### src/rtl/sum_accumulator.sv
// sum_accumulator
//
// Accumulates COUNT signed samples per block from an upstream adder and
// presents each block total on a registered output. Accumulation of the
// next block carries on while the previous total waits for the consumer;
// only the final sample of a block can stall, and only while an older
// result is still unconsumed.
//
// Handshakes: a transfer happens on a rising edge where valid && ready are
// both high. The producer holds its data stable while valid && !ready. out_acc
// and out_sat are stable while out_valid && !out_ready.
//
// Parameters:
//   IN_WIDTH   width of the signed input sample
//   ACC_WIDTH  width of the signed accumulator and output (>= IN_WIDTH)
//   COUNT      samples per block (>= 2)
//
// Ports:
//   clk        rising-edge clock
//   rst        synchronous, active-high reset (discards partial block and
//              any pending result)
//   in_sum     signed input sample
//   in_valid   sample present
//   in_ready   sample accepted this cycle (combinational from cnt, out_valid,
//              out_ready only)
//   out_acc    signed block total
//   out_valid  out_acc/out_sat valid
//   out_ready  consumer takes the result this cycle
//   out_sat    a clamp occurred inside this block
//
// Build option:
//   SUM_ACCUMULATOR_SAT_EN  when defined, every addition clamps to the
//                           ACC_WIDTH signed range and out_sat reports any
//                           clamp within the block. When undefined, additions
//                           wrap modulo 2^ACC_WIDTH and out_sat is tied 0.

module sum_accumulator #(
    parameter int IN_WIDTH  = 18,
    parameter int ACC_WIDTH = 24,
    parameter int COUNT     = 8
) (
    input  logic                 clk,
    input  logic                 rst,
    input  logic [IN_WIDTH-1:0]  in_sum,
    input  logic                 in_valid,
    output logic                 in_ready,
    output logic [ACC_WIDTH-1:0] out_acc,
    output logic                 out_valid,
    input  logic                 out_ready,
    output logic                 out_sat
);

    localparam int CNT_W = $clog2(COUNT);
    localparam logic [CNT_W-1:0] LAST = CNT_W'(COUNT - 1);

    logic [ACC_WIDTH-1:0] acc;
    logic [CNT_W-1:0]     cnt;

    logic signed [IN_WIDTH-1:0]  in_s;
    logic        [ACC_WIDTH-1:0] in_ext;
    logic        [ACC_WIDTH-1:0] next_acc;
    logic                        add_sat;
    logic                        last;
    logic                        accept;
    logic                        final_accept;

    assign last         = (cnt == LAST);
    // Only the final sample of a block needs the result register to be free.
    assign in_ready     = !(last && out_valid && !out_ready);
    assign accept       = in_valid && in_ready;
    assign final_accept = accept && last;

    // Sign extension of the sample to accumulator width.
    assign in_s   = in_sum;
    assign in_ext = ACC_WIDTH'(in_s);

`ifdef SUM_ACCUMULATOR_SAT_EN
    localparam logic [ACC_WIDTH-1:0] ACC_MAX = {1'b0, {(ACC_WIDTH-1){1'b1}}};
    localparam logic [ACC_WIDTH-1:0] ACC_MIN = {1'b1, {(ACC_WIDTH-1){1'b0}}};

    // One guard bit: overflow when the top two bits of the widened sum differ.
    logic [ACC_WIDTH:0] wide;

    always_comb begin
        wide     = {acc[ACC_WIDTH-1], acc} + {in_ext[ACC_WIDTH-1], in_ext};
        next_acc = wide[ACC_WIDTH-1:0];
        add_sat  = 1'b0;
        if (wide[ACC_WIDTH] != wide[ACC_WIDTH-1]) begin
            add_sat  = 1'b1;
            next_acc = wide[ACC_WIDTH] ? ACC_MIN : ACC_MAX;
        end
    end
`else
    always_comb begin
        next_acc = acc + in_ext;
        add_sat  = 1'b0;
    end
`endif

    always_ff @(posedge clk) begin
        if (rst) begin
            acc       <= '0;
            cnt       <= '0;
            out_acc   <= '0;
            out_valid <= 1'b0;
        end else begin
            if (accept) begin
                if (last) begin
                    out_acc <= next_acc;
                    acc     <= '0;
                    cnt     <= '0;
                end else begin
                    acc <= next_acc;
                    cnt <= cnt + 1'b1;
                end
            end
            // A fresh result wins over consumption of the old one.
            if (final_accept) begin
                out_valid <= 1'b1;
            end else if (out_ready) begin
                out_valid <= 1'b0;
            end
        end
    end

`ifdef SUM_ACCUMULATOR_SAT_EN
    logic sat_sticky;
    logic sat_q;

    always_ff @(posedge clk) begin
        if (rst) begin
            sat_sticky <= 1'b0;
            sat_q      <= 1'b0;
        end else if (accept) begin
            if (last) begin
                sat_q      <= sat_sticky | add_sat;
                sat_sticky <= 1'b0;
            end else begin
                sat_sticky <= sat_sticky | add_sat;
            end
        end
    end

    assign out_sat = sat_q;
`else
    assign out_sat = 1'b0;
`endif

endmodule

### config.mk
export PLATFORM = sky130hd
export DESIGN_NAME = sum_accumulator
export DESIGN_NICKNAME = d
export VERILOG_FILES = /design/src/rtl/sum_accumulator.sv
export SDC_FILE = /design/constraint.sdc
export NUM_CORES = 1
export LEC_CHECK = 0
export CAP_MARGIN = 20
export CELL_PAD_IN_SITES_DETAIL_PLACEMENT = 2
export CELL_PAD_IN_SITES_GLOBAL_PLACEMENT = 2
export CORE_ASPECT_RATIO = 0.9
export CORE_MARGIN = 4
export CORE_UTILIZATION = 34
export CTS_CLUSTER_SIZE = 25
export DETAILED_ROUTE_END_ITERATION = 8
export HOLD_SLACK_MARGIN = 0.02
export PLACE_DENSITY_LB_ADDON = 0.1
export REMOVE_ABC_BUFFERS = 1
export SYNTH_ARGS = -nofsm -noshare
export SYNTH_HDL_FRONTEND = slang
export SYNTH_SLANG_ARGS = --single-unit
### constraint.sdc
create_clock -name clk -period 5 [get_ports clk]
set_input_delay 1.5 -clock clk [delete_from_list [all_inputs] [get_ports clk]]
set_output_delay 1.5 -clock clk [all_outputs]
set_load 0.02 [all_outputs]
==> results of run 1 <==
[cells in the mapped netlist, drive strengths merged (7+ instances only)]
cell,number,share of area
nand2,52,0.062
a22oi,8,0.019
clkbuf,14,0.017
and3,7,0.014
ha,25,0.099
a21oi,45,0.075
xnor2,13,0.036
a21o,8,0.019
a22o,11,0.031
o21ai,16,0.025
nand3,13,0.021
inv,7,0.0083
dfxtp,52,0.33
nor2,23,0.027
[final cells by class]
class                      instances  area [µm²]  area share
clock buffer                       6       82.58     0.02146
multi-input combinational        304        1999      0.5195
inverter                           7       26.28    0.006827
tap                              122       152.6     0.03966
timing repair buffer              52       508.0      0.1320
clock inverter                     2       38.79     0.01008
sequential                        52        1041      0.2705
[final timing paths]
| check | end | slack [ns] | depth (start not counted) |
|---|---|---|---|
| hold / removal | out_acc[20] | 0.46 | 2 |
| hold reg to reg | out_acc[20] | 0.46 | 2 |
| setup reg to reg | acc[20] | 2.42 | 9 |
| setup / recovery | in_ready | 0.75 | 3 |
[cell families (layout without fill, tap and decap cells)]
kind of cell / count (synthesis) / in the layout
AOI/OAI and AO/OA: 124 / 124
xor gates and xnor gates: 19 / 19
adders and majority gates: 26 / 26
buffers and inverters: 27 / 67
DFF: 52 / 52
other: 1 / 1
and+or+nand+nor: 134 / 134
[worst max-delay path, delay by kind of cell]
kind,cells,cell delay [ns]
buffers and inverters,2,1.09
and+or+nand+nor,1,0.15
[per-stage QoR]
| step | std cells | power (W) | setup WS, ns | hold WS, ns | utilization |
|---|---|---|---|---|---|
| 3_3_place_gp | 537 | 0.0008607 | 0.8002 | 0.4441 | 0.4103 |
| 4_1_cts | 545 | 0.001201 | 0.7368 | 0.4650 | 0.4237 |
| 6_report | 545 | 0.001189 | 0.7516 | 0.4598 | 0.4237 |
| 2_1_floorplan | 363 | 0.0007559 | 1.418 | 0.4295 | - |
| 3_5_place_dp | 537 | 0.0008749 | 0.6739 | 0.4501 | 0.4103 |
| 5_1_grt | 545 | 0.001272 | 0.6964 | 0.4863 | 0.4237 |
[where the power goes]
group | internal, W | switching (W) | total (W)
logic | 0.000169 | 0.000239 | 0.000408
registers | 0.000443 | 0.0000178 | 0.000461
clock network | 0.000164 | 0.000156 | 0.000320
[registers in the layout, indices dropped and copies added, names as in the netlist]
signal / flops
cnt: 3
acc: 24
out_valid: 1
out_acc: 24
[layer usage]
metal	track usage	share of wire	vias to the layer above
met2	0.3397	0.49	35
met3	0.03245	0.022	11
met5	0	0	-
met1	0.2535	0.47	1513
li1	-	-	1469
met4	0.04123	0.017	0
==> impl_metrics.env, run 1 <==
export IMPL_antenna_found_initial=0
export IMPL_yosysWarnings=0
export IMPL_regToRegStartpoint="acc[0]"
export IMPL_yosys_area_share_simple=0.2073
export IMPL_slowest_delay_ns=0.62
export IMPL_startpoint="out_ready"
export IMPL_cp_common_cell="clkdlybuf4s50_1"
export IMPL_start_kind="input pin"
export IMPL_clock_sinks=52
export IMPL_cts_buffer_depth=2
export IMPL_finalWeightedCongestion=0.8665
export IMPL_core_area_um2=9084
export IMPL_wl_per_cell_um=18.71
export IMPL_final_area_um2=3849
export IMPL_finClkSkew_ns=0.01503
export IMPL_grt_usage=0.1955
export IMPL_grt_pass1_vias=3307
export IMPL_die_area_um2=10870
export IMPL_grt_overflow=0
export IMPL_setup_viol=0
export IMPL_synth_cell_types=54
export IMPL_fin_tns_setup_ns=0
export IMPL_vdd_drop_max_v=0.0001548
export IMPL_io_buffers=47
export IMPL_worst_ep_arrival_time_ns=2.75
export IMPL_ys_ff_latch=52
export IMPL_tightest_slew_ns=0.9845
export IMPL_holdBufCountCts=0
export IMPL_cts_tree="yes"
export IMPL_synthesis_instances=383
export IMPL_clk_pin_slew_ns=0.10
export IMPL_post_cts_resized=0
export IMPL_die_w_um=109.5
export IMPL_via_per_inst=5.556
export IMPL_finalMaxSlewViolations=0
export IMPL_syn_area_um2=3151
export IMPL_max_freq_mhz=235.4
export IMPL_maxCapViolCount=0
export IMPL_synth_edf_count=0
export IMPL_synth_xor_area_frac=0.05719
export IMPL_areaGrowthSynthToFinish_pct=22.16
export IMPL_crit_slowest_cell="clkdlybuf4s50_1"
export IMPL_endpoint_kind="primary output"
export IMPL_grt_setup_unrepaired="false"
export IMPL_synth_top_family_by_area="compound AO/OA/AOI/OAI gates"
export IMPL_synthMuxAreaShare=0
export IMPL_drive_gt1_frac=0.03783
export IMPL_postCtsSetupBuffers=0
export IMPL_crit_type="input pin to primary output"
export IMPL_period_minus_slack_ns=4.248
export IMPL_avgSynthCellArea_um2=8.226
export IMPL_post_dp_cell_area_um2=3727
export IMPL_dieHeight_um=99.32
export IMPL_nets=470
export IMPL_antenna_left=0
export IMPL_p_leak_nw=1.584
export IMPL_ios=49
export IMPL_drcViolationCount=0
export IMPL_crit_chain="clkdlybuf4s50_1 > nand3b_1 > clkdlybuf4s50_1"
export IMPL_start_util=0.3468
export IMPL_cts_root_buffer="clkbuf_8"
export IMPL_n_fill_cell=1058
export IMPL_ys_async_sr_fraction=0
export IMPL_fp_row_count=33
export IMPL_layout_common_cells="nand2_1 (52), dfxtp_1 (52), clkdlybuf4s50_1 (47)"
export IMPL_fin_crit_sh=0.8497
export IMPL_hold_class="flop to flop"
export IMPL_slew_limit_headroom=0.3437
export IMPL_outcome="complete, no violations"
export IMPL_dp_hpwl_mm=7.731
export IMPL_synth_seq_area_share=0.3304
export IMPL_worst_skew_pair_late_latency_ns=0.32
export IMPL_grt_max_degree=24
export IMPL_worstPathMaxFanout=3
export IMPL_required_ns=3.50
export IMPL_synth_adder_area_share=0.1056
export IMPL_hold_viol=0
export IMPL_cts_max_level=2
export IMPL_synth_compound_area_frac=0.2633
export IMPL_cts_buffers=5
export IMPL_power_density_nw_per_um2=309.0
export IMPL_drt_iter0_drc=87
export IMPL_routed_wl_mm=10.20
export IMPL_via_count=3028
export IMPL_grt_pass1_wl_mm=16.87
export IMPL_first_pass_iters=7
export IMPL_diodes=0
export IMPL_ys_flop_type="dfxtp_1"
export IMPL_hold_start="out_acc[20]"
No activity file was read; power rests on OpenSTA's default activity.
==> inputs of run 2 (changes only) <==
--- a/config.mk
+++ b/config.mk
@@ -10,7 +10,7 @@
 export CELL_PAD_IN_SITES_GLOBAL_PLACEMENT = 2
 export CORE_ASPECT_RATIO = 0.9
 export CORE_MARGIN = 4
-export CORE_UTILIZATION = 34
+export CORE_UTILIZATION = 32
 export CTS_CLUSTER_SIZE = 25
 export DETAILED_ROUTE_END_ITERATION = 8
 export HOLD_SLACK_MARGIN = 0.02
==> constraint.sdc (replaced) <==
create_clock -name clk -period 4.4 [get_ports clk]
set_input_delay 1.32 -clock clk [delete_from_list [all_inputs] [get_ports clk]]
set_output_delay 1.32 -clock clk [all_outputs]
set_load 0.02 [all_outputs]
==> run 2 against run 1 <==
Non-clock buffer count increased by 3. Final area decreased by 0.16%. Clock skew about the same. Worst setup slack got worse by 0.25 ns. Core utilization decreased by 2.6 points. Sequential power increased by 14%. Critical path depth increased by 6. Wire length increased by 1.2%. Sequential share of layout area about the same.
==> impl_metrics.env, run 2 (synthesized netlist as in run 1, its figures left out) <==
export IMPL_outcome="complete, no violations"
export IMPL_drive_gt1_frac=0.04460
export IMPL_crit_family="compound AO/OA/AOI/OAI gates"
export IMPL_power_switching_share=0.3689
export IMPL_worst_skew_pair_late_latency_ns=0.33
export IMPL_diodes=0
export IMPL_cts_tree="yes"
export IMPL_layout_common_cells="nand2_1 (52), dfxtp_1 (52), clkdlybuf4s50_1 (47)"
export IMPL_clock_sinks=52
export IMPL_grt_setup_unrepaired="false"
export IMPL_p_total_w=0.001283
export IMPL_start_kind="input pin"
export IMPL_required_ns=4.61
export IMPL_clk_pin_slew_ns=0.10
export IMPL_worst_path_buf_inv=1
export IMPL_n_fill_cell=1085
export IMPL_post_cts_resized=0
export IMPL_power_density_nw_per_um2=334.0
export IMPL_wl_per_cell_um=18.70
export IMPL_areaGrowthSynthToFinish_pct=21.96
export IMPL_via_per_inst=5.486
export IMPL_cts_buffers=5
export IMPL_finalMaxSlewViolations=0
export IMPL_io_buffers=47
export IMPL_pwr_share_seq=0.408
export IMPL_p_comb_frac=0.364
export IMPL_ios=49
export IMPL_drt_iter0_drc=109
export IMPL_antenna_found_initial=0
export IMPL_worstPathMaxFanout=9
export IMPL_crit_chain="clkdlybuf4s50_1 > ha_1 > a211oi_1 > o21ai_0 > a221o_1 > a21oi_1 > a21boi_1 > nand2b_1 > a221o_1"
export IMPL_max_freq_mhz=256.4
export IMPL_cts_buffer_depth=2
export IMPL_setup_viol=0
export IMPL_hold_class="flop to flop"
export IMPL_dp_hpwl_mm=7.962
export IMPL_whs_ns=0.4614
export IMPL_first_pass_iters=4
export IMPL_slowest_delay_ns=0.62
export IMPL_endpoint_kind="flop"
export IMPL_crit_slowest_cell="clkdlybuf4s50_1"
export IMPL_hold_start="out_acc[20]"
export IMPL_largestRegisters="acc (24), out_acc (24), cnt (3)"
export IMPL_grt_max_degree=24
export IMPL_start_util=0.3263
export IMPL_cts_max_level=2
export IMPL_slew_limit_headroom=0.3615
export IMPL_reg2reg_slack_ns=1.85
export IMPL_hold_viol=0
export IMPL_p_clk_frac=0.228
export IMPL_final_area_um2=3842
export IMPL_startpoint="in_sum[17]"
export IMPL_setup_ws_ns=0.4995
export IMPL_grt_pass1_wl_mm=16.73
export IMPL_via_count=3028
export IMPL_worst_ep_arrival_time_ns=4.11
export IMPL_post_dp_cell_area_um2=3755
export IMPL_routed_wl_mm=10.32
export IMPL_nets=473
export IMPL_holdBufCountCts=0
export IMPL_die_w_um=112.6
export IMPL_regToRegStartpoint="acc[0]"
export IMPL_internal_power_w=0.0008100
export IMPL_p_leak_nw=1.584
export IMPL_vdd_drop_max_v=0.0001467
export IMPL_grt_pass1_vias=3204
export IMPL_finClkSkew_ns=0.01531
export IMPL_cts_root_buffer="clkbuf_8"
export IMPL_grt_usage=0.1811
export IMPL_antenna_left=0
export IMPL_fin_tns_setup_ns=0
export IMPL_core_area_um2=9657
export IMPL_grt_overflow=0
export IMPL_dieHeight_um=102.1
export IMPL_fp_row_count=34
export IMPL_postCtsSetupBuffers=0
export IMPL_p_sw_w=0.0004734
export IMPL_period_minus_slack_ns=3.900
export IMPL_drcViolationCount=0
export IMPL_finalWeightedCongestion=0.8240
export IMPL_cp_common_cell="a221o_1"
export IMPL_die_area_um2=11500
export IMPL_pre_cts_slack_ns=0.1828
export IMPL_maxCapViolCount=0
export IMPL_crit_type="input pin to flop"
export IMPL_tightest_slew_ns=0.9578
export IMPL_fin_crit_sh=0.8865
[run 2: changes by cell type in the layout (fill, tap and decap cells not counted), sizes merged]
cell / before / now
buf: 5 / 8
bufinv: 1 / 0
clkbuf: 6 / 5
clkinv: 1 / 3
[run 2: tightest hold or removal path: cells and delay by family (launching register included)]
family           cells  cell delay [ns]
flip-flops           1             0.32
AND/OR/NAND/NOR      1             0.05
AO/OA/AOI/OAI        1             0.05
[run 2: per-layer routing]
layer | wire length (µm) | vias to the layer above | global-route usage
li1 | - | 1481 | -
met1 | 4693 | 1499 | 0.2250
met2 | 5243 | 41 | 0.3338
met3 | 313 | 7 | 0.03079
met4 | 70 | 0 | 0.03327
met5 | 0 | - | 0
[run 2: area by class of cell]
cell class,instances,area (µm²),area share
Tap cell,126,157.7,0.04103
Timing Repair Buffer,55,530.5,0.1381
Inverter,7,26.28,0.006838
Clock buffer,5,68.82,0.01791
Multi-Input combinational cell,304,1999,0.5204
Sequential cell,52,1041,0.2709
Clock inverter,3,18.77,0.004884
[run 2: power groups by stage]
stage,clock (W),combinational [W],sequential [W]
2_1_floorplan,0,0.000331,0.000528
3_3_place_gp,0,0.000453,0.000533
3_5_place_dp,0,0.000464,0.000534
4_1_cts,0.000306,0.000469,0.000524
5_1_grt,0.000326,0.000519,0.000528
6_report,0.000292,0.000468,0.000524
[run 2: final timing paths]
check / cells past startpoint / endpoint
worst max-delay path: 9 / acc[23]
worst max register to register: 9 / acc[20]
worst min-delay path: 2 / out_acc[20]
worst min register to register: 2 / out_acc[20]
[run 2: stage by stage]
stage	utilization	cells
after detailed placement	0.3888	544
after global placement	0.3888	544
after global routing	0.3979	552
after floorplan	-	363
final	0.3979	552
after CTS	0.3979	552
==> inputs of run 3 (changes only) <==
--- a/config.mk
+++ b/config.mk
@@ -16,6 +16,7 @@
 export HOLD_SLACK_MARGIN = 0.02
 export PLACE_DENSITY_LB_ADDON = 0.1
 export REMOVE_ABC_BUFFERS = 1
+export SLEW_MARGIN = 10
 export SYNTH_ARGS = -nofsm -noshare
 export SYNTH_HDL_FRONTEND = slang
 export SYNTH_SLANG_ARGS = --single-unit
==> constraint.sdc (replaced) <==
create_clock -name clk -period 3.6 [get_ports clk]
set_input_delay 1.08 -clock clk [delete_from_list [all_inputs] [get_ports clk]]
set_output_delay 1.08 -clock clk [all_outputs]
set_load 0.02 [all_outputs]
==> run 3 against run 2 <==
Worst setup slack worse by 0.31 ns. Clock-buffer cell count is 1 higher. Final cell count is 5.6% higher. Wire length is 4.0% higher. Largest power group unchanged. Clock power is 47% higher. Final area is 6.9% higher.
==> impl_metrics.env, run 3 (synthesized netlist as in run 1, its figures left out) <==
export IMPL_endpoint_kind="flop"
export IMPL_vdd_drop_max_v=0.0002215
export IMPL_dieHeight_um=102.1
export IMPL_diodes=0
export IMPL_start_util=0.3263
export IMPL_clock_sinks=52
export IMPL_antenna_left=0
export IMPL_grt_setup_unrepaired="false"
export IMPL_pre_cts_slack_ns=-0.1843
export IMPL_setup_viol=0
export IMPL_largestRegisters="acc (24), out_acc (24), cnt (3)"
export IMPL_dr_wl_met3_um=231
export IMPL_die_area_um2=11500
export IMPL_cts_max_level=2
export IMPL_maxCapViolCount=0
export IMPL_dr_wl_met2_mm=5.460
export IMPL_postCtsSetupBuffers=0
export IMPL_antenna_found_initial=0
export IMPL_finClkSkew_ns=0.01348
export IMPL_grt_usage=0.1921
export IMPL_areaGrowthSynthToFinish_pct=30.42
export IMPL_first_pass_iters=4
export IMPL_cts_root_buffer="clkbuf_8"
export IMPL_wl_met1_mm=4.919
export IMPL_grt_overflow=0
export IMPL_power_density_nw_per_um2=414.7
export IMPL_drt_iter0_drc=109
export IMPL_crit_type="input pin to flop"
export IMPL_drcViolationCount=0
export IMPL_worstPathMaxFanout=3
export IMPL_setup_ws_ns=0.1942
export IMPL_p_leak_nw=1.747
export IMPL_dp_hpwl_mm=8.544
export IMPL_cts_buffer_depth=2
export IMPL_routed_top_layer="met4"
export IMPL_core_area_um2=9657
export IMPL_clk_pin_slew_ns=0.11
export IMPL_via_count=3156
export IMPL_die_w_um=112.6
export IMPL_max_freq_mhz=293.6
export IMPL_grt_max_degree=19
export IMPL_wl_per_cell_um=18.41
export IMPL_layout_cells_non_filler=583
export IMPL_drive_gt1_frac=0.1116
export IMPL_cts_tree="yes"
export IMPL_ios=49
export IMPL_io_buffers=47
export IMPL_fin_crit_sh=0.9460
export IMPL_outcome="complete, no violations"
export IMPL_routed_wl_mm=10.73
export IMPL_fp_row_count=34
export IMPL_grt_pass1_wl_mm=17.68
export IMPL_slew_limit_headroom=0.6060
export IMPL_tightest_slew_ns=0.5848
export IMPL_period_minus_slack_ns=3.406
export IMPL_required_ns=3.82
export IMPL_start_kind="input pin"
export IMPL_hold_class="flop to flop"
export IMPL_hold_viol=0
export IMPL_finalWeightedCongestion=0.8199
export IMPL_finalMaxSlewViolations=0
export IMPL_layout_common_cells="nand2_1 (52), dfxtp_1 (52), clkdlybuf4s50_1 (47)"
export IMPL_worst_ep_arrival_time_ns=3.62
export IMPL_grt_pass1_vias=3470
export IMPL_cts_buffers=5
export IMPL_place_inst=574
export IMPL_worst_skew_pair_late_latency_ns=0.33
export IMPL_via_per_inst=5.413
export IMPL_nets=504
[run 3: through the flow]
step	utilization	hold WS (ns)	TNS, ns	power, W	instance area (µm²)
6_report	0.4255	0.4620	0	0.001704	4109
3_5_place_dp	0.4122	0.4483	-0.6823	0.001283	3980
2_1_floorplan	-	0.4295	0	0.001050	3067
3_3_place_gp	0.4122	0.4434	-0.3037	0.001259	3980
4_1_cts	0.4237	0.4652	0	0.001724	4091
5_1_grt	0.4255	0.4823	0	0.001825	4109
[run 3: path summary, 6_finish.rpt]
check,startpoint,to,slack (ns),cells after the start
worst max-delay path,in_sum[0],acc[20],0.19,10
worst min-delay path,out_acc[9],out_acc[9],0.46,2
worst max register to register,acc[0],acc[20],1.06,9
worst min register to register,out_acc[9],out_acc[9],0.46,2
[run 3: final cells by class]
type | instances | area [µm²]
Fill cell | 1096 | 5548
Multi-Input combinational cell | 304 | 2009
Sequential cell | 52 | 1041
Timing Repair Buffer | 86 | 763.2
Tap cell | 126 | 157.7
Clock buffer | 6 | 72.57
Clock inverter | 2 | 38.79
Inverter | 7 | 26.28
[run 3: where the power goes]
group | internal, W | total [W] | leakage (nW) | switching, W
Clock | 0.000211 | 0.000430 | 0.0558 | 0.000219
Combinational | 0.000286 | 0.000633 | 1.27 | 0.000347
Sequential | 0.000615 | 0.000641 | 0.424 | 0.0000262
Total | 0.00111 | 0.00170 | 1.75 | 0.000592
[run 3: worst max-delay path, cell delays in order]
cell,delay (ns)
clkdlybuf4s50_1,0.41
ha_1,0.23
fa_1,0.42
a21o_1,0.22
a31o_2,0.27
nand4b_2,0.13
a2111oi_1,0.12
or3_1,0.40
and2_1,0.17
a22o_1,0.18
[run 3: routing by layer]
metal,track usage,up-vias
met5,0,-
met2,0.3479,38
li1,-,1545
met1,0.2414,1561
met3,0.03020,12
met4,0.04436,0
[run 3: repair_timing]
item,4_1_cts,5_1_grt
endpoints found under the setup margin,0,2
hold buffers,0,0
gates resized for setup,0,2
